<file path="config.mk">
export PLATFORM = sky130hd
export DESIGN_NAME = twiddle_fetch
export DESIGN_NICKNAME = d
export VERILOG_FILES = /design/src/rtl/fft_pkg.sv /design/src/rtl/twiddle_fifo.sv /design/src/rtl/twiddle_fetch.sv
export SDC_FILE = /design/constraint.sdc
export NUM_CORES = 1
export LEC_CHECK = 0
export CORE_ASPECT_RATIO = 1.25
export CORE_MARGIN = 4
export CORE_UTILIZATION = 45
export CTS_CLUSTER_SIZE = 10
export DETAILED_ROUTE_END_ITERATION = 7
export GPL_ROUTABILITY_DRIVEN = 0
export MAX_ROUTING_LAYER = met4
export PLACE_DENSITY = 0.73
export SYNTH_ARGS = -nofsm -noshare
export SYNTH_HDL_FRONTEND = slang
export SYNTH_HIERARCHICAL = 1
export SYNTH_SLANG_ARGS = --single-unit
</file>
<file path="constraint.sdc">
create_clock -name clk -period 9.65 [get_ports clk]
set_input_delay 1.93 -clock clk [delete_from_list [all_inputs] [get_ports clk]]
set_output_delay 1.93 -clock clk [all_outputs]
set_load 0.01 [all_outputs]
</file>
<file path="src/rtl/fft_pkg.sv">
// fft_pkg: shared twiddle field layout, fetch FSM states and FIFO depth.
package fft_pkg;
    localparam int TW_WIDTH      = 64;
    localparam int COS_MSB       = TW_WIDTH - 1;
    localparam int COS_LSB       = TW_WIDTH / 2;
    localparam int SIN_MSB       = TW_WIDTH / 2 - 1;
    localparam int SIN_LSB       = 0;
    localparam int TW_FIFO_DEPTH = 4;
    typedef enum logic [1:0] {IDLE, ISSUE, DRAIN} state_t;
endpackage

</file>
<file path="src/rtl/twiddle_fifo.sv">
// twiddle_fifo: small synchronous FIFO holding returned ROM words with occupancy count.
module twiddle_fifo
    import fft_pkg::*;
#(
    parameter int W     = 74,
    parameter int DEPTH = TW_FIFO_DEPTH,
    parameter int AW    = $clog2(DEPTH)
) (
    input  logic          clk,
    input  logic          rst,
    input  logic          i_push,
    input  logic [W-1:0]  i_din,
    input  logic          i_pop,
    output logic [W-1:0]  o_dout,
    output logic [AW:0]   o_occ
);
    localparam logic [AW:0] ONE = 1;
    logic [W-1:0]  r_mem [DEPTH];
    logic [AW-1:0] r_wp, r_rp;
    logic [AW:0]   r_occ;
    always_ff @(posedge clk or posedge rst) begin
        if (rst) begin
            for (int i = 0; i < DEPTH; i++) r_mem[i] <= '0;
            r_wp  <= '0;
            r_rp  <= '0;
            r_occ <= '0;
        end else begin
            if (i_push) begin
                r_mem[r_wp] <= i_din;
                r_wp        <= r_wp + 1'b1;
            end
            if (i_pop) r_rp <= r_rp + 1'b1;
            r_occ <= r_occ + (i_push ? ONE : '0) - (i_pop ? ONE : '0);
        end
    end
    assign o_dout = r_mem[r_rp];
    assign o_occ  = r_occ;
endmodule

</file>
<file path="src/rtl/twiddle_fetch.sv">
// twiddle_fetch: issues per-stage twiddle ROM reads and streams the words out as valid/ready.
// Define TW_CONJ_EN to add the inverse port, which negates the sin field for inverse FFTs.
module twiddle_fetch
    import fft_pkg::*;
#(
    parameter int WIDTH   = 64,
    parameter int N_LOG2  = 10,
    parameter int A_WIDTH = 9,
    parameter int S_WIDTH = 4
) (
    input  logic               clk,
    input  logic               rst,
    input  logic               start,
    input  logic [S_WIDTH-1:0] stage,
`ifdef TW_CONJ_EN
    input  logic               inverse,
`endif
    output logic               busy,
    output logic               done,
    output logic               rom_en,
    output logic [A_WIDTH-1:0] rom_addr,
    input  logic [WIDTH-1:0]   rom_data,
    output logic               tw_valid,
    input  logic               tw_ready,
    output logic [WIDTH-1:0]   tw_data,
    output logic [A_WIDTH-1:0] tw_index,
    output logic               tw_last
);
    localparam int FW = WIDTH + A_WIDTH + 1;
    localparam int OW = $clog2(TW_FIFO_DEPTH) + 1;
    state_t             r_state;
    logic [N_LOG2-1:0]  r_issue, r_total;
    logic [S_WIDTH-1:0] r_shift;
    logic               r_rom_en, r_rom_last, r_dv, r_d_last;
    logic [A_WIDTH-1:0] r_rom_addr, r_rom_k, r_d_k;
    logic [OW-1:0]      w_occ;
    logic [FW-1:0]      w_head;
    logic [WIDTH-1:0]   w_word;
    logic               w_accept, w_room, w_more, w_issue, w_pop;
    assign w_accept = r_state == IDLE && start && 32'(stage) < N_LOG2;
    // Reads still in the rom_en register or ROM output stage count against FIFO space.
    assign w_room   = 4'(w_occ) + 4'(r_rom_en) + 4'(r_dv) < 4'(TW_FIFO_DEPTH);
    assign w_more   = r_issue != r_total;
    assign w_issue  = r_state == ISSUE && w_more && w_room;
    assign w_pop    = tw_valid && tw_ready;
    always_ff @(posedge clk or posedge rst) begin
        if (rst) begin
            r_state    <= IDLE;
            r_issue    <= '0;
            r_total    <= '0;
            r_shift    <= '0;
            r_rom_en   <= 1'b0;
            r_rom_addr <= '0;
            r_rom_k    <= '0;
            r_rom_last <= 1'b0;
            r_dv       <= 1'b0;
            r_d_k      <= '0;
            r_d_last   <= 1'b0;
        end else begin
            r_state  <= w_accept ? ISSUE : done ? IDLE : (r_state == ISSUE && !w_more) ? DRAIN : r_state;
            r_rom_en <= w_accept || w_issue;
            r_dv     <= r_rom_en;
            r_d_k    <= r_rom_k;
            r_d_last <= r_rom_last;
            if (w_accept) begin
                r_total    <= N_LOG2'(1) << stage;
                r_shift    <= S_WIDTH'(N_LOG2 - 1) - stage;
                r_issue    <= N_LOG2'(1);
                r_rom_addr <= '0;
                r_rom_k    <= '0;
                r_rom_last <= stage == '0;
            end else if (w_issue) begin
                r_issue    <= r_issue + 1'b1;
                r_rom_addr <= A_WIDTH'(r_issue << r_shift);
                r_rom_k    <= A_WIDTH'(r_issue);
                r_rom_last <= r_issue == r_total - 1'b1;
            end
        end
    end
    twiddle_fifo #(.W(FW), .DEPTH(TW_FIFO_DEPTH)) u_fifo (
        .clk    (clk),
        .rst    (rst),
        .i_push (r_dv),
        .i_din  ({rom_data, r_d_k, r_d_last}),
        .i_pop  (w_pop),
        .o_dout (w_head),
        .o_occ  (w_occ)
    );
    assign w_word   = w_head[FW-1:A_WIDTH+1];
    assign tw_valid = w_occ != '0;
    assign tw_index = w_head[A_WIDTH:1];
    assign tw_last  = w_head[0];
    assign done     = w_pop && tw_last;
    assign busy     = r_state != IDLE;
    assign rom_en   = r_rom_en;
    assign rom_addr = r_rom_addr;
`ifdef TW_CONJ_EN
    logic r_inv;
    always_ff @(posedge clk or posedge rst) begin
        if (rst) r_inv <= 1'b0;
        else if (w_accept) r_inv <= inverse;
    end
    assign tw_data = r_inv ? {w_word[WIDTH-1:WIDTH/2], -w_word[WIDTH/2-1:0]} : w_word;
`else
    assign tw_data = w_word;
`endif
endmodule

</file>
Yosys cells after proc, flatten, opt, wreduce, memory -nomap -nowiden:

Cells that the tools add are included.

* add/subtract/negate cells: 9
* magnitude comparators: 5
* equality and inequality tests: 3
* shift-type cells: 2
* multiplexer cells: 19
* bitwise logic cells: 2
* reductions and logical operators: 16

Operator list (number)
* 296-bit bitwise mux: 1
* 74-bit 2-to-1 mux: 3
* 74-bit binary-select mux with 2-bit select: 1
* 74-bit demux with 2-bit select: 1
* 9-bit 2-to-1 mux: 4
* 10-bit 2-to-1 mux: 2
* 10-bit by 1-bit adder with 10-bit output (second input constant): 1
* 10-bit == test: 1
* 10-bit inequality test: 1
* 1-bit by 4-bit << shifter with 10-bit output (first input constant): 1
* 10-bit by 4-bit << shifter with 9-bit output: 1
* 10-bit by 1-bit subtractor with 10-bit output (second input constant): 1
* 1-bit logical AND: 8
* 3-bit >= comparator (second input constant): 2
* 2-bit 2-to-1 mux: 3
* 2-bit NOT with 3-bit output: 2
* 3-bit nonzero test: 2
* 2-bit by 1-bit adder with 2-bit output (second input constant): 2
* 3-bit by 1-bit adder with 4-bit output: 1
* 4-bit by 1-bit adder with 4-bit output: 1
* 4-bit logical NOT: 1
* 4-bit by 3-bit < comparator with 1-bit output (second input constant): 1
* 4-bit < comparator (second input constant): 1
* 1-bit 2-to-1 mux: 4
* other kinds (9): 10

* bits in registers: 360
* output and inout bits: 87
* logic and storage cells: 74

Logic depth before layout (Yosys ltp):

Gate-level depths: netlist (run 1).

* depth after elaboration: 7
* gate-level depth with buffers: 8
* mapped depth without buffers: 8

Cells and area by module:

The synthesis (run 1) kept the hierarchy.

Modules (own cells, without submodules)
* twiddle_fifo: instances 1, cells an instance 748, area each 14133.6 um^2, sequential area each 7582.3 um^2
* twiddle_fetch: instances 1, cells an instance 294, area each 2937.8 um^2, sequential area each 1426.4 um^2

Worst setup path before layout (run 1):

No wires, ideal clock.

* kind: input to output
* from: input port tw_ready
* to: output port done
* arrival: 2277 ps
* required time: 7720 ps
* path slack: 5443 ps
* stages: 3
* buffers on the path: 0
* cell sequence: and2_1 -> nand2_1 -> inv_1

* word-level cells in the longest chain between the ends: 2

Ends and longest elaborated chain
* start, declared: line twiddle_fetch.sv:24 `input logic tw_ready,`
* 1-bit logical AND: line twiddle_fetch.sv:45 `assign w_pop = tw_valid && tw_ready;`
* 1-bit logical AND: line twiddle_fetch.sv:93 `assign done = w_pop && tw_last;`
* end, declared: line twiddle_fetch.sv:19 `output logic done,`

Every way passes these cells.

Worst setup path in the final report (run 1):

* from: register u_fifo.r_rp[1]
* to: output port done

* word-level cells in the longest chain between the ends: 5

Ends and longest elaborated chain
* start, declared: line twiddle_fifo.sv:19 `logic [AW-1:0] r_wp, r_rp;`
* start signal, assigned: line twiddle_fifo.sv:32 `if (i_pop) r_rp <= r_rp + 1'b1;`
* 2-bit NOT with 3-bit output (not written as such): line twiddle_fifo.sv:36 `assign o_dout = r_mem[r_rp];`
* 74-bit binary-select mux with 2-bit select: line twiddle_fifo.sv:36
* 74-bit 2-to-1 mux (not written as such) (2 in a row): line twiddle_fifo.sv:36
* 1-bit logical AND: line twiddle_fetch.sv:93

Every way passes these cells. The select of a mux whose other input is x is not followed.

==> metrics.yaml, run 1 <==
drt:
  antenna_left: 0
  wl_per_cell_um: 20.9
  num_vias: 9060
  routed_wl_mm: 35.1
  drc: 0
  drt_first_pass_iters: 4
  first_iter_violations: 464
  vias_per_cell: 5.40
final_layout:
  fin_util: 0.536
  nNetsFinal: 1267
  drive_gt1_frac: 0.376
  syn_to_final_growth_pct: 17.3
  layoutNonFillerInstCount: 1678
  fillCellCount: 3006
min_path:
  worst_hold_startpoint: "r_rom_k[5]$_DFFE_PP0P_"
  hp-class: "flip-flop to flip-flop"
timing:
  report.final.slew_viol_count: 0
  fin_skew_ns: 0.00898
  period_share: 0.560
  period_needed_ns: 5.41
  fmax_ghz: 0.185
  relSlewSlack: 0.297
  tightest_slew_ns: 1.05
  setup_violations: 0
  rsz0062_at_grt: "no"
  hold_violations: 0
  fin_tns_setup_ns: 0
synthesis:
  synth_mux_area_frac: 0.352
  synth_fa_ha_area_frac: 0.00850
  synth-simple-area-share: 0.0364
  ys_async_sr_fraction: 1.00
  syn_area_mm2: 0.0171
  ys_ff_latch: 360
  synth_nets: 1125
  synth.distinct_cells: 55
  yosys_warnings: 6
  yosysSeqAreaShare: 0.528
  ys.flop_type: "dfrtp_1"
  synth_compound_area_frac: 0.0249
  synth_top_family_by_area: "multiplexers"
  synth_edf_count: 0
  syn_area_per_cell_um2: 16.4
  synth_cells: 1042
  synth_xor_area_frac: 0.0133
pwr:
  leakagePower_nw: 9.33
  finalPower_mw: 4.13
  ir_worst_vdd_mv: 0.133
  p_per_area_mw_per_mm2: 206
critical_path:
  cpLargestDelayFamily: "buffers and inverters"
  worst_path_max_delay_cell: "buf_4"
  crit_path_cell_trace: "buf_4 -> mux4_2 -> nand2_1 -> inv_1 -> clkdlybuf4s50_1"
  crit_path_start_kind: "flip-flop"
  worstPathRequired_ns: 7.72
  max_stage_delay_ns: 0.84
  path_class: "flip-flop to output pin"
  endpoint_kind: "output pin"
  crit_fanout: 48
  path_buf_inv: 3
  reg2reg_from: "r_issue[7]$_DFFE_PP0P_"
  cp-startpoint: "u_fifo/r_rp[1]$_DFFE_PP0P_"
  arrival_ns: 3.48
global_route:
  grt_pass1_wl_mm: 57.7
  antenna_found_initial: 1
  grt_pass1_vias: 10300
  gr-total-overflow: 0
  grt_max_degree: 176
  grt_use_total: 0.178
placement:
  hpwl_mm: 21.3
  portBuffers: 158
  dp_cells: 1626
floorplanning:
  core_mm2: 0.0374
  die_area_mm2: 0.0411
  ios: 159
  dieWidth_um: 182
  std_cell_rows: 79
  initial_core_util: 0.457
  die_y_um: 226
clocking:
  cts_tree: "done"
  clk_pin_slew_ns: 0.05
  numCtsBuffers: 42
  clkLatencyLatePin_ns: 0.53
  post_cts_buffers: 0
  cts_hold_buf: 0
  cts.repair.resized: 0
  cts_root_buf: "clkbuf_16"
  clock_sinks: 360
  htreeDepth: 2
  cts_buffer_depth: 3
job:
  maxCapViolations: 0
outcome:
  status: "finished, final reports clean"
## per-layer routing
layer | vias to the layer above | track usage | share of wire
met2 | 159 | 0.292 | 0.50
met1 | 4788 | 0.234 | 0.44
met4 | 0 | 0.0424 | 0.017
li1 | 4068 | - | -
met5 | - | - | 0
met3 | 45 | 0.0322 | 0.040
## final timing paths
| check | to | slack [ns] | cells after the start |
|---|---|---|---|
| worst max-delay path | done | 4.24 | 5 |
| worst min register to register | r_d_k[5]$_DFF_PP0_ | 0.38 | 0 |
| min in group asynchronous | r_rom_k[4]$_DFFE_PP0P_ | 1.85 | 2 |
| worst max register to register | r_rom_last$_DFFE_PP0P_ | 6.44 | 7 |
| max in group asynchronous | u_fifo/r_mem[263]$_DFFE_PP0P_ | 6.14 | 4 |
| worst min-delay path | r_d_k[5]$_DFF_PP0_ | 0.38 | 0 |
## cell families (layout without fill, tap and decap cells)
family	count (synthesis)	after routing
flip-flops	360	360
adder cells (fa/ha/maj)	11	11
other	0	1
buffers and inverters	87	236
AO/OA/AOI/OAI	60	60
multiplexers	381	381
XOR/XNOR	25	25
AND/OR/NAND/NOR	118	118
## cell usage after synthesis, types with 8 or more instances
library cell,number,share of area
dfrtp_1,360,0.53
mux2_4,240,0.21
mux4_2,74,0.098
mux2_2,59,0.039
nand2_1,49,0.011
buf_6,29,0.019
buf_4,18,0.0079
xor2_1,18,0.0092
o21ai_0,17,0.0050
inv_1,16,0.0035
nor2_1,16,0.0035
buf_2,13,0.0038
nand3_1,12,0.0035
a22o_1,11,0.0056
clkbuf_1,10,0.0022
ha_1,10,0.0073
mux2i_1,8,0.0047
## placed cells by master, fill, tap and decap left out, types with 2 or more instances in the layout
cell / synthesis / layout
a22o_1: 11 / 11
nand4_1: 4 / 4
clkbuf_1: 10 / 3
nor3_1: 4 / 4
o22ai_1: 2 / 2
clkdlybuf4s50_1: 0 / 158
nor2b_1: 4 / 4
and3_1: 4 / 4
o31ai_1: 5 / 5
mux2_4: 240 / 240
mux4_2: 74 / 74
clkbuf_8: 0 / 2
a32o_1: 2 / 2
a21oi_1: 7 / 7
xnor2_1: 6 / 6
xor2_1: 18 / 18
a211oi_1: 4 / 4
o21ai_0: 17 / 17
dfrtp_1: 360 / 358
ha_1: 10 / 10
dfrtp_4: 0 / 2
a21o_1: 4 / 4
mux2_2: 59 / 59
nand2b_1: 4 / 4
nand3b_1: 4 / 4
nand3_1: 12 / 12
buf_4: 18 / 10
inv_1: 16 / 14
nor2_1: 16 / 16
o21ai_1: 2 / 2
mux2i_1: 8 / 8
clkbuf_16: 0 / 45
nand2_1: 49 / 45
or3_1: 2 / 2
nand2_4: 0 / 4
nor3b_1: 2 / 2
## flip-flops by register name, indices dropped and copies added, names as in the netlist
name and flops:
r_d_k 9, r_d_last 1, r_dv 1, r_issue 10
r_rom_k 9, r_rom_last 1, r_shift 4, r_state 2
r_total 10, rom_addr 9, rom_en 1, u_fifo/o_occ 3
u_fifo/r_mem 296, u_fifo/r_rp 2, u_fifo/r_wp 2
## power breakdown
| part | internal [mW] | leakage (nW) | switching, mW |
|---|---|---|---|
| clock network | 0.862 | 0.587 | 0.568 |
| registers | 1.58 | 4.36 | 0.115 |
| logic | 0.621 | 4.39 | 0.389 |
## metrics by stage
step                hold WS [ns]  setup WS, ns  cell area, um^2
finish                     0.377          4.24            20000
global route               0.391          4.00            20000
CTS                        0.379          4.14            20000
detailed placement         0.371          4.46            18800
global placement           0.363          4.45            18800
floorplan                  0.353          3.69            17100
## cell type report
type / count / area [um^2] / area share
inverters: 16 / 63.8 / 0.00319
well taps: 486 / 608 / 0.0304
clock buffers: 50 / 1160 / 0.0582
clock inverters: 1 / 30.0 / 0.00150
multi-input cells: 595 / 7460 / 0.373
flip-flops and latches: 360 / 9020 / 0.450
diodes: 1 / 2.50 / 0.000125
repair buffers: 169 / 1680 / 0.0837
No activity file was read; power rests on OpenSTA's default activity.
==> inputs of run 2 (changes only) <==
Settings changed: PLACE_DENSITY 0.73 to 0.7.
Clock period 9.65 ns to 5.55 ns, I/O delays scaled along.
==> run 2 against run 1 <==
Worst hold slack barely moved. Cell count is 0.42% higher. Largest cell class unchanged. First-iteration DRC count decreased by 8.0%.
==> metrics.yaml, run 2 (same netlist as run 1, synthesis figures left out) <==
clocking:
  clock_sinks: 360  # unchanged
  numCtsBuffers: 42  # unchanged
  post_cts_buffers: 0  # unchanged
  clkLatencyLatePin_ns: 0.53  # about the same
  clk_pin_slew_ns: 0.06  # was 0.05 ns
  cts_hold_buf: 0  # unchanged
  cts_tree: "done"  # unchanged
  cts_buffer_depth: 3  # unchanged
  htreeDepth: 2  # unchanged
  cts_root_buf: "clkbuf_16"  # unchanged
  cts.repair.resized: 0  # unchanged
critical_path:
  path_buf_inv: 2  # was 3
  worstPathRequired_ns: 4.44  # was 7.72 ns
  max_stage_delay_ns: 1.05  # was 0.84 ns
  r2r_cells: 7  # unchanged
  cpLargestDelayFamily: "flip-flops"  # was buffers and inverters
  path_class: "flip-flop to output pin"  # unchanged
  crit_cells: 3  # was 5
  crit_fanout: 47  # was 48
  worst_path_max_delay_cell: "dfrtp_4"  # was buf_4
  arrival_ns: 3.00  # was 3.48 ns
  r2r_end: "r_rom_last$_DFFE_PP0P_"  # unchanged
  r2r_slack_ns: 2.49  # was 6.44 ns
  crit_path_cell_trace: "buf_4 -> mux4_2 -> clkdlybuf4s50_1"  # was buf_4 -> mux4_2 -> nand2_1 -> inv_1 -> clkdlybuf4s50_1
  crit_path_start_kind: "flip-flop"  # unchanged
  reg2reg_from: "r_issue[7]$_DFFE_PP0P_"  # unchanged
  endpoint_kind: "output pin"  # unchanged
final_layout:
  fin_util: 0.537  # was 0.536
  mostFrequentLayoutCells: "dfrtp_1, mux2_4, clkdlybuf4s50_1, mux4_2, mux2_2"  # unchanged
  syn_to_final_growth_pct: 17.5  # was 17.3%
  largest_register: "u_fifo/r_mem"  # unchanged
  largest_reg_flops: 296  # unchanged
  top_regs: "u_fifo/r_mem: 296 flops, r_issue: 10 flops, r_total: 10 flops"  # unchanged
  layout_commonest_cell: "dfrtp_1"  # unchanged
  nNetsFinal: 1271  # was 1267
  drive_gt1_frac: 0.377  # was 0.376
drt:
  drt_first_pass_iters: 6  # was 4
  vias_per_cell: 5.46  # was 5.40
  first_iter_violations: 427  # was 464
  wl_per_cell_um: 20.9  # about the same
  drc: 0  # unchanged
  routed_wl_mm: 35.3  # was 35.1 mm
  antenna_left: 0  # unchanged
  num_vias: 9193  # was 9060
floorplanning:
  initial_core_util: 0.457  # unchanged
  die_area_mm2: 0.0411  # unchanged
  dieWidth_um: 182  # unchanged
  die_y_um: 226  # unchanged
  ios: 159  # unchanged
  core_mm2: 0.0374  # unchanged
  std_cell_rows: 79  # unchanged
placement:
  hpwl_mm: 21.9  # was 21.3 mm
  pre_cts_slack_ns: 1.90  # was 4.46 ns
  portBuffers: 158  # unchanged
timing:
  fmax_ghz: 0.243
  rsz0062_at_grt: "no"  # unchanged
  hold_violations: 0  # unchanged
  period_share: 0.740
  fin_tns_setup_ns: 0  # unchanged
  report.final.slew_viol_count: 0  # unchanged
  setup_violations: 0  # unchanged
  worst_slack_ns: 1.44  # was 4.24 ns
  tightest_slew_ns: 1.12  # was 1.05 ns
  relSlewSlack: 0.253  # was 0.297
  fin_skew_ns: 0.0118  # was 0.00898 ns
  period_needed_ns: 4.11
job:
  maxCapViolations: 0  # unchanged
pwr:
  p_per_area_mw_per_mm2: 358  # was 206 mW/mm^2
  ir_worst_vdd_mv: 0.263  # was 0.133 mV
  leakagePower_nw: 9.35  # was 9.33 nW
global_route:
  antenna_found_initial: 1  # unchanged
  grt_pass1_wl_mm: 57.7  # about the same
  grt_max_degree: 120  # was 176
  gr-total-overflow: 0  # unchanged
  grt_pass1_vias: 10200  # was 10300
  grt_use_total: 0.179  # was 0.178
min_path:
  hp-class: "flip-flop to flip-flop"  # unchanged
  worst_hold_startpoint: "r_rom_k[1]$_DFFE_PP0P_"  # was r_rom_k[5]$_DFFE_PP0P_
  min_path_cells: 0  # unchanged
  min_to: "r_d_k[1]$_DFF_PP0_"  # was r_d_k[5]$_DFF_PP0_
outcome:
  status: "finished, final reports clean"  # unchanged
[run 2: cell types whose count changed in the layout (fill, tap and decap cells not counted)]
cell | previous run | this run
clkbuf_1 | 3 | 6
buf_4 | 10 | 13
clkbuf_8 | 2 | 3
buf_12 | 1 | 2
bufinv_16 | 1 | 0
[run 2: layer usage]
metal | track usage | wire (um) | vias to the layer above
met4 | 0.0477 | 765 | 0
met5 | - | 0 | -
li1 | - | - | 4081
met2 | 0.287 | 17300 | 181
met3 | 0.0330 | 1530 | 51
met1 | 0.237 | 15700 | 4880
[run 2: metrics by stage]
stage / instance area (um^2) / hold WS, ns / power, mW / instances
final: 20100 / 0.377 / 7.18 / 1685
after CTS: 20100 / 0.380 / 7.32 / 1684
after global routing: 20100 / 0.392 / 7.52 / 1685
after detailed placement: 18900 / 0.363 / 4.80 / 1630
after floorplan: 17100 / 0.353 / 4.00 / 1042
after global placement: 18900 / 0.361 / 4.77 / 1630
[run 2: worst max-delay path by stage]
stage	from	to	slack (ns)
after CTS	u_fifo/r_rp[1]$_DFFE_PP0P_	tw_data[28]	1.32
after global placement	u_fifo/r_rp[1]$_DFFE_PP0P_	tw_data[33]	1.91
after floorplan	rst	u_fifo/o_occ[0]$_DFF_PP0_	0.41
after detailed placement	u_fifo/r_rp[1]$_DFFE_PP0P_	tw_data[33]	1.90
final	u_fifo/r_rp[1]$_DFFE_PP0P_	tw_data[34]	1.44
after global routing	u_fifo/r_rp[1]$_DFFE_PP0P_	tw_data[32]	1.22
[run 2: worst register-to-register path: stages, from the launching register on]
cell and delay, ns:
dfrtp_1 0.53, xor2_1 0.27, nor4_4 0.41, a31oi_4 0.39, nor2_2 0.82, inv_1 0.28, o21ai_1 0.17, o21ai_1 0.07
[run 2: power breakdown]
part	leakage (nW)	total, mW	internal, mW	switching (mW)
registers	4.36	3.00	2.74	0.258
logic	4.41	1.71	1.10	0.618
clock network	0.583	2.47	1.47	0.993
[run 2: final cells by class]
type / instances / area, um^2
clock buffers: 54 / 1190
flip-flops and latches: 360 / 9020
well taps: 486 / 608
inverters: 16 / 63.8
diodes: 1 / 2.50
multi-input cells: 595 / 7460
repair buffers: 173 / 1720
fillers: 3055 / 17300
==> inputs of run 3 (changes only) <==
Settings changed: PLACE_DENSITY 0.7 to 0.73.
Clock period 5.55 ns to 3.5 ns, I/O delays scaled along.
==> run 3 against run 2 <==
Critical path depth is the same. Non-clock buffer count grew 16. Global-route usage grew 0.47 points. Count of clock-buffer cells in the layout shrank 6. Largest cell class unchanged. Highest routed layer unchanged.
==> metrics.yaml, run 3 (same netlist as run 1, synthesis figures left out) <==
min_path:
  min_path_cells: 0  # unchanged
  hp-class: "flip-flop to flip-flop"  # unchanged
  worst_hold_startpoint: "r_rom_k[3]$_DFFE_PP0P_"  # was r_rom_k[1]$_DFFE_PP0P_
  min_to: "r_d_k[3]$_DFF_PP0_"  # was r_d_k[1]$_DFF_PP0_
clocking:
  cts.repair.resized: 0  # unchanged
  htreeDepth: 2  # unchanged
  cts_root_buf: "clkbuf_16"  # unchanged
  cts_buffer_depth: 3  # unchanged
  clk_pin_slew_ns: 0.05  # was 0.06 ns
  cts_hold_buf: 0  # unchanged
  post_cts_buffers: 0  # unchanged
  numCtsBuffers: 42  # unchanged
  clock_sinks: 360  # unchanged
  clkLatencyLatePin_ns: 0.54  # was 0.53 ns
  cts_tree: "done"  # unchanged
critical_path:
  crit_fanout: 24  # was 47
  crit_path_start_kind: "flip-flop"  # unchanged
  reg2reg_from: "r_issue[5]$_DFFE_PP0P_"  # was r_issue[7]$_DFFE_PP0P_
  r2r_slack_ns: 0.97  # was 2.49 ns
  endpoint_kind: "output pin"  # unchanged
  r2r_cells: 7  # unchanged
  worst_path_max_delay_cell: "dfrtp_4"  # unchanged
  crit_path_cell_trace: "buf_12 -> mux4_2 -> clkdlybuf4s50_1"  # was buf_4 -> mux4_2 -> clkdlybuf4s50_1
  max_stage_delay_ns: 0.72  # was 1.05 ns
  path_class: "flip-flop to output pin"  # unchanged
  arrival_ns: 2.59  # was 3.00 ns
  worstPathRequired_ns: 2.80  # was 4.44 ns
  r2r_end: "r_rom_last$_DFFE_PP0P_"  # unchanged
final_layout:
  largest_reg_flops: 296  # unchanged
  largest_register: "u_fifo/r_mem"  # unchanged
  top_regs: "u_fifo/r_mem: 296 flops, r_issue: 10 flops, r_total: 10 flops"  # unchanged
  fin_area_mm2: 0.0203  # was 0.0201 mm^2
  layout_commonest_cell: "dfrtp_1"  # unchanged
  nNetsFinal: 1287  # was 1271
  fillCellCount: 2989  # was 3055
  syn_to_final_growth_pct: 18.7  # was 17.5%
  mostFrequentLayoutCells: "dfrtp_1, mux2_4, clkdlybuf4s50_1, mux4_2, mux2_2"  # unchanged
  drive_gt1_frac: 0.385  # was 0.377
drt:
  num_vias: 9233  # was 9193
  drc: 0  # unchanged
  first_iter_violations: 381  # was 427
  drt_first_pass_iters: 4  # was 6
  vias_per_cell: 5.43  # was 5.46
  routed_wl_mm: 36.2  # was 35.3 mm
  antenna_left: 0  # unchanged
  wl_per_cell_um: 21.3  # was 20.9 um
timing:
  rsz0062_at_grt: "no"  # unchanged
  setup_violations: 0  # unchanged
  worst_slack_ns: 0.215  # was 1.44 ns
  period_share: 0.939
  report.final.slew_viol_count: 0  # unchanged
  period_needed_ns: 3.29
  tightest_slew_ns: 0.814  # was 1.12 ns
  hold_violations: 0  # unchanged
  fmax_ghz: 0.304
  fin_skew_ns: 0.0169  # was 0.0118 ns
  whs_ns: 0.372  # was 0.377 ns
  relSlewSlack: 0.457  # was 0.253
pwr:
  leakagePower_nw: 9.45  # was 9.35 nW
  power_switching_mw: 3.01  # was 1.87 mW
  p_comb_frac: 0.261  # was 0.239
  switching_share: 0.263  # was 0.260
  pwr-share-seq: 0.402  # was 0.418
  p_clk_frac: 0.336  # was 0.343
  ir_worst_vdd_mv: 0.308  # was 0.263 mV
  internal-power_mw: 8.41  # was 5.31 mW
  p_per_area_mw_per_mm2: 563  # was 358 mW/mm^2
  finalPower_mw: 11.4  # was 7.18 mW
global_route:
  grt_use_total: 0.183  # was 0.179
  grt_pass1_vias: 10500  # was 10200
  antenna_found_initial: 1  # unchanged
  grt_pass1_wl_mm: 59.1  # was 57.7 mm
  gr-total-overflow: 0  # unchanged
  grt_max_degree: 82  # was 120
floorplanning:
  initial_core_util: 0.457  # unchanged
  ios: 159  # unchanged
  core_mm2: 0.0374  # unchanged
  die_y_um: 226  # unchanged
  dieWidth_um: 182  # unchanged
  std_cell_rows: 79  # unchanged
  die_area_mm2: 0.0411  # unchanged
placement:
  hpwl_mm: 23.3  # was 21.9 mm
  placed_area_mm2: 0.0191  # was 0.0189 mm^2
  pre_cts_slack_ns: 0.640  # was 1.90 ns
  portBuffers: 158  # unchanged
job:
  maxCapViolations: 0  # unchanged
outcome:
  status: "finished, final reports clean"  # unchanged
run 3: changes by cell type in the layout (fill, tap and decap cells not counted), sizes merged:
cell / before / now
clkinv: 0 / 1
inv: 15 / 17
buf: 15 / 31
bufinv: 0 / 1
clkbuf: 54 / 48
run 3: critical path: cells and delay by family, from the launching register on:
family / cells / cell delay (ns)
buf+inv: 2 / 0.78
flops: 1 / 0.72
mux: 1 / 0.56
run 3: area by class of cell:
cell class	count	area (um^2)	share of cell area
Inverter	16	63.8	0.00315
Tap cell	486	608	0.0300
Antenna cell	1	2.50	0.000123
Sequential cell	360	9020	0.445
Multi-Input combinational cell	595	7460	0.368
Clock inverter	4	63.8	0.00315
Timing Repair Buffer	189	1960	0.0969
Clock buffer	48	1080	0.0535
run 3: worst max-delay path by stage:
stage                                     from                   endpoint  cells past startpoint
floorplan                                  rst  u_fifo/o_occ[0]$_DFF_PP0_                      1
global placement                      stage[1]     r_rom_last$_DFFE_PP0P_                      8
detailed placement                    stage[1]     r_rom_last$_DFFE_PP0P_                      8
CTS                 u_fifo/r_rp[0]$_DFFE_PP0P_                tw_index[2]                      3
global route        u_fifo/r_rp[0]$_DFFE_PP0P_                tw_index[2]                      3
finish              u_fifo/r_rp[0]$_DFFE_PP0P_                tw_data[58]                      3
run 3: per-stage QoR:
step                      std cells  TNS (ns)  utilization
after global routing           1699         0        0.542
after detailed placement       1646         0        0.512
after CTS                      1698         0        0.542
final                          1699         0        0.542
after floorplan                1042   -372.39            -
after global placement         1646         0        0.512
run 3: metal layers:
metal	wire [um]	GRT usage	part of all wire
met5	0	-	0
met4	628	0.0429	0.017
met3	1510	0.0327	0.042
met2	18800	0.316	0.52
met1	15300	0.227	0.42
run 3: power groups by stage:
stage               combinational [mW]  clock [mW]  sequential (mW)
global route                      3.17        4.14             4.63
global placement                  3.00           0             4.67
floorplan                         1.84           0             4.50
detailed placement                3.04           0             4.67
CTS                               3.05        3.98             4.60
finish                            2.98        3.84             4.60
==> edit 1 (config.mk and constraints of run 1) <==
Re-encode `state_t` (3 states) as one-hot, 3 bits wide.
--- a/src/rtl/fft_pkg.sv
+++ b/src/rtl/fft_pkg.sv
@@ -7,5 +7,5 @@
     localparam int SIN_LSB       = 0;
     localparam int TW_FIFO_DEPTH = 4;
-    typedef enum logic [1:0] {IDLE, ISSUE, DRAIN} state_t;
+    typedef enum logic [2:0] {IDLE = 3'b001, ISSUE = 3'b010, DRAIN = 3'b100} state_t;
 endpackage
 
Formal check against the unedited RTL: no difference found for any inputs over 4 cycles, from zero or initial values and one cycle with rst high; so few cycles prove little.
==> edit 1 against run 1 <==
Clock skew up 0.0064 ns. Setup slack got worse by 0.025 ns. Sequential cell count is 1 higher. Synthesized cell count grew 0.19%. Count of clock-buffer cells in the layout is 4 higher. Global-route usage is 0.12 points higher. Final area increased by 0.73%. Non-clock buffer count rose by 2. Wire length increased by 1.9%. Total power increased by 1.7%. Via count is 3.0% higher. Synthesized area is 1.1% higher. Critical path type unchanged. Highest routed layer unchanged.
==> edit 1: results (changes against run 1) <==
- The launching point of the worst reg2reg path is u_fifo/r_rp[1]$_DFFE_PP0P_ (was r_issue[7]$_DFFE_PP0P_).
- The highest net fanout along the worst path is 42 (was 48).
- The post-synthesis xor/xnor area fraction is 0.0130 (was 0.0133).
- The proportion of synthesized flip-flops having asynchronous set or reset came to 1.00 (unchanged).
- The count of filler cells inserted in the layout is 3033 (was 3006).
- The detailed router's first-iteration violation count is 478 (was 464).
- The number of global-route vias before repair is 10400 (was 10300).
- The root buffer cell is sky130_fd_sc_hd__clkbuf_16 (unchanged).
- The clock-pin slew reported for the worst setup and hold paths after clock tree synthesis is 0.05 ns (about the same).
- The detail-routed net length per standard cell is 21.2 um (was 20.9 um).
- The maximum vdd drop came to 0.121 mV (was 0.133 mV).
- The number of nets at the end of the flow is 1268 (was 1267).
- The number of post-CTS setup repair buffers was 0 (unchanged).
- The share of layout cells above drive strength 1 is 0.386 (was 0.376).
- The half-perimeter wire length of the detailed placement result was 21200 um (was 21300 um).
- The signal arrival time at the worst endpoint is 3.50 ns (was 3.48 ns).
- Ranking of synthesized cells by area: sky130_fd_sc_hd__dfrtp_1, sky130_fd_sc_hd__mux2_4, sky130_fd_sc_hd__mux4_2, sky130_fd_sc_hd__mux2_2, sky130_fd_sc_hd__buf_6 (unchanged).
- Leading cell types by count after synthesis: sky130_fd_sc_hd__dfrtp_1, sky130_fd_sc_hd__mux2_4, sky130_fd_sc_hd__mux4_2 (unchanged).
- The number of library cell types mapped by synthesis is 60 (was 55).
- The compound-cell area share of the yosys netlist is 0.0310 (was 0.0249).
- The count of vias placed by the detailed router is 9331 (was 9060).
- The maximum root-to-sink buffer count was 3 (unchanged).
- For the worst-skew pair, the clock arrives at the later sink with an insertion delay of 0.54 ns.
- The number of warnings printed during yosys synthesis is 6 (unchanged).
- The maximum clock skew at final layout came to 0.0154 ns (was 0.00898 ns).
- The relative max-transition margin is 0.287 (was 0.297).
- The reported leakage power is 9.36 nW (was 9.33 nW).
- The net count after synthesis came to 1127 (was 1125).
- Outcome: completed (unchanged).
- The startpoint of the worst hold path is r_rom_k[0]$_DFFE_PP0P_ (was r_rom_k[5]$_DFFE_PP0P_).
- The synthesized-area fraction occupied by adder cells is 0.00841 (was 0.00850).
- The startpoint of the worst setup timing path was u_fifo/r_rp[1]$_DFFE_PP0P_ (unchanged).
- The global-route wire length before repair is 58500 um (was 57700 um).
- The count of port buffers added during placement is 158 (unchanged).
- The mux cell area share after synthesis was 0.355 (was 0.352).
- The CTS buffer count is 42 (unchanged).
- The initial antenna violation count came to 3 (was 1).
- The worst min-delay path category was reg2reg (unchanged).
- The number of levels in the clock H-tree is 2 (unchanged).
- The detailed-router iteration count before antenna repair came to 4 (unchanged).
- The post-CTS resize count is 0 (unchanged).
- Leading registers by flop count: u_fifo/r_mem x296, r_issue x10, r_total x10 (unchanged).
- The sequential element share of the synthesized area is 0.523 (was 0.528).
- The maximum number of pins on one net before global-route repair was 169 (was 176).
- The total global routing track utilization is 0.179 (was 0.178).
==> edit 1: cell types whose count changed after synthesis, sizes merged, moves of 5 or more <==
cell / delta
xnor2: +9
nand2: -7
o21ai: -10
nand3: -5
xor2: -10
o31ai: +5
==> edit 1: final timing paths <==
path | cells after the start | end | slack [ns]
max | 4 | done | 4.22
min | 0 | r_d_k[0]$_DFF_PP0_ | 0.37
max reg2reg | 6 | r_state[1]$_DFFE_PP0P_ | 6.71
min reg2reg | 0 | r_d_k[0]$_DFF_PP0_ | 0.37
max in group asynchronous | 4 | u_fifo/r_mem[190]$_DFFE_PP0P_ | 6.12
min in group asynchronous | 2 | r_total[6]$_DFFE_PP0P_ | 1.79
==> edit 1: cell families (layout without fill, tap and decap cells) <==
kind of cell / Yosys count / after routing
compound gates: 68 / 68
xor+xnor: 24 / 24
fa+ha+maj: 11 / 11
buf+inv: 94 / 249
flops: 361 / 361
mux: 387 / 387
other cells: 0 / 3
simple gates: 99 / 99
==> edit 1: power breakdown <==
part | total [mW] | internal (mW) | switching [mW]
Sequential | 1.73 | 1.60 | 0.131
Clock | 1.39 | 0.803 | 0.586
Combinational | 1.09 | 0.664 | 0.422
Total | 4.21 | 3.07 | 1.14
==> edit 1: metrics by stage <==
step                      hold slack, ns   util  area [um2]  worst slack [ns]  cells
after floorplan                    0.353      -       17300              3.69   1044
after global placement             0.360  0.506       19000              4.33   1627
after detailed placement           0.363  0.506       19000              4.32   1627
after CTS                          0.375  0.537       20200              4.10   1685
after global routing               0.393  0.537       20200              3.97   1688
final                              0.371  0.537       20200              4.22   1688
==> edit 1: worst max-delay path: stages (launching register included) <==
cell and delay, ns:
sky130_fd_sc_hd__dfrtp_4 0.81, sky130_fd_sc_hd__buf_4 0.81, sky130_fd_sc_hd__mux4_2 0.66, sky130_fd_sc_hd__and2_1 0.20
sky130_fd_sc_hd__clkdlybuf4s50_1 0.49
==> edit 1: routing by layer <==
layer  track usage  vias to the layer above  wire, um
li1              -                     4112         -
met1         0.233                     4969     15800
met2         0.290                      187     17500
met3        0.0355                       63      1520
met4        0.0522                        0       892
met5             -                        -         0
==> edit 1: final cells by class <==
cell class	instances	share of cell area
sequential	361	0.448
multi-input combinational	589	0.376
timing repair buffer	171	0.0839
clock buffer	54	0.0553
tap	486	0.0301
inverter	20	0.00391
clock inverter	4	0.00192
antenna	3	0.000372
==> edit 2 (config.mk and constraints of run 1) <==
Without the edit above. The option `TW_CONJ_EN` is turned on by a define.
--- a/src/rtl/twiddle_fetch.sv
+++ b/src/rtl/twiddle_fetch.sv
@@ -1,4 +1,6 @@
 // twiddle_fetch: issues per-stage twiddle ROM reads and streams the words out as valid/ready.
 // Define TW_CONJ_EN to add the inverse port, which negates the sin field for inverse FFTs.
+`define TW_CONJ_EN
+
 module twiddle_fetch
     import fft_pkg::*;
Interface: changed (added inverse); port bits go from 159 to 160. No check against the original RTL was run, so the function may have changed too.
==> edit 2 against run 1 <==
Final area up 3.4%. Fmax down 19%. Synthesized area up 4.0%. Via count up 9.4%. Setup slack worse by 1.2 ns. Non-clock buffer count up 3. Total power up 3.4%. Wire length up 7.2%. Sequential cell count up 1. Largest power group unchanged.
==> edit 2: results (changes against run 1) <==
- Outcome: completed (unchanged).
- The launching point of the worst reg2reg path is r_dv$_DFF_PP0_ (was r_issue[7]$_DFFE_PP0P_).
- The maximum vdd drop is 0.119 mV (was 0.133 mV).
- The share of layout cells above drive strength 1 came to 0.360 (was 0.376).
- The signal arrival time at the worst endpoint came to 4.73 ns (was 3.48 ns).
- The number of nets at the end of the flow is 1354 (was 1267).
- The highest cell delay on the worst timing path is 0.97 ns (was 0.84 ns).
- The relative max-transition margin was 0.346 (was 0.297).
- The half-perimeter wire length of the detailed placement result is 23300 um (was 21300 um).
- The detail-routed net length per standard cell is 21.1 um (was 20.9 um).
- The startpoint of the worst setup timing path was u_fifo/r_rp[1]$_DFFE_PP0P_ (unchanged).
- The vias per cell is 5.57 (was 5.40).
- The startpoint of the worst hold path is r_rom_k[7]$_DFFE_PP0P_ (was r_rom_k[5]$_DFFE_PP0P_).
- The gate family responsible for the most delay along the worst path is simple AND/OR/NAND/NOR gates (was buffers and inverters).
- The CTS buffer count came to 43 (was 42).
- The highest net fanout along the worst path is 39 (was 48).
- The met1 demand-to-capacity share in global routing was 0.234 (about the same).
- The slowest stage cell on the critical path is sky130_fd_sc_hd__dfrtp_4 (was sky130_fd_sc_hd__buf_4).
- Ranking of synthesized cells by area: sky130_fd_sc_hd__dfrtp_1, sky130_fd_sc_hd__mux2_4, sky130_fd_sc_hd__mux4_2, sky130_fd_sc_hd__mux2_2, sky130_fd_sc_hd__xnor2_1 (was sky130_fd_sc_hd__dfrtp_1, sky130_fd_sc_hd__mux2_4, sky130_fd_sc_hd__mux4_2, sky130_fd_sc_hd__mux2_2, sky130_fd_sc_hd__buf_6).
- The global-route track usage on met3 is 0.0339 (was 0.0322).
- The switching power as a share of total power is 0.277 (was 0.259).
- The detailed router's first-iteration violation count is 486 (was 464).
- The maximum number of pins on one net before global-route repair is 158 (was 176).
- The count of filler cells inserted in the layout came to 3109 (was 3006).
- The net count after synthesis is 1215 (was 1125).
- The initial antenna violation count is 2 (was 1).
- The sequential fraction of design power is 0.400 (was 0.410).
- The sequential element share of the synthesized area was 0.509 (was 0.528).
- Leading cell types by count after synthesis: sky130_fd_sc_hd__dfrtp_1, sky130_fd_sc_hd__mux2_4, sky130_fd_sc_hd__mux4_2 (unchanged).
- The worst slack at placement came to 3.45 ns (was 4.46 ns).
- Leading registers by flop count: u_fifo/r_mem x296, r_issue x10, r_total x10 (unchanged).
- The total global routing track utilization came to 0.181 (was 0.178).
- The number of global-route vias before repair is 10900 (was 10300).
- The global-route wire length before repair came to 60200 um (was 57700 um).
- The reported leakage power came to 9.42 nW (was 9.33 nW).
- The met2 layer usage reported by global route is 0.293 (was 0.292).
- The prevailing post-synth register cell is sky130_fd_sc_hd__dfrtp_1 (unchanged).
- The maximum clock skew at final layout came to 0.0186 ns (was 0.00898 ns).
-- edit 2: layout make-up --
type                            count  share of cell area
Sequential cell                   361               0.436
Multi-Input combinational cell    672               0.391
Timing Repair Buffer              172              0.0822
Clock buffer                       52              0.0555
Tap cell                          498              0.0301
Inverter                           19             0.00362
Clock inverter                      2            0.000846
Antenna cell                        2            0.000242
-- edit 2: logic make-up (layout without fill, tap and decap cells) --
family | after synthesis | in the layout | synth area share
compound gates | 94 | 94 | 0.0398
xor+xnor | 52 | 52 | 0.0257
fa+ha+maj | 12 | 12 | 0.00888
buf+inv | 97 | 245 | 0.0365
flops | 361 | 361 | 0.509
mux | 385 | 385 | 0.343
other cells | 0 | 2 | 0
simple gates | 129 | 129 | 0.0376
-- edit 2: stage by stage --
stage                     power, mW  area, um2  cells  utilization
after floorplan                2.43      17700   1130            -
after global placement         2.90      19500   1722        0.501
after detailed placement       2.92      19500   1722        0.501
after CTS                      4.35      20700   1776        0.531
after global routing           4.47      20700   1778        0.531
final                          4.28      20700   1778        0.531
-- edit 2: final timing paths --
kind,cells past startpoint,slack [ns],endpoint
worst max-delay path,7,2.99,tw_data[25]
worst min-delay path,0,0.38,r_d_k[7]$_DFF_PP0_
worst max register to register,6,6.13,rom_addr[7]$_DFFE_PP0P_
worst min register to register,0,0.38,r_d_k[7]$_DFF_PP0_
max in group asynchronous,4,6.00,u_fifo/r_mem[115]$_DFFE_PP0P_
min in group asynchronous,3,2.00,r_d_k[3]$_DFF_PP0_
-- edit 2: metal layers --
layer  share of wire  up-vias
li1                -     4430
met2            0.50      190
met1            0.43     5225
met5               0        -
met3           0.044       65
met4           0.021        0
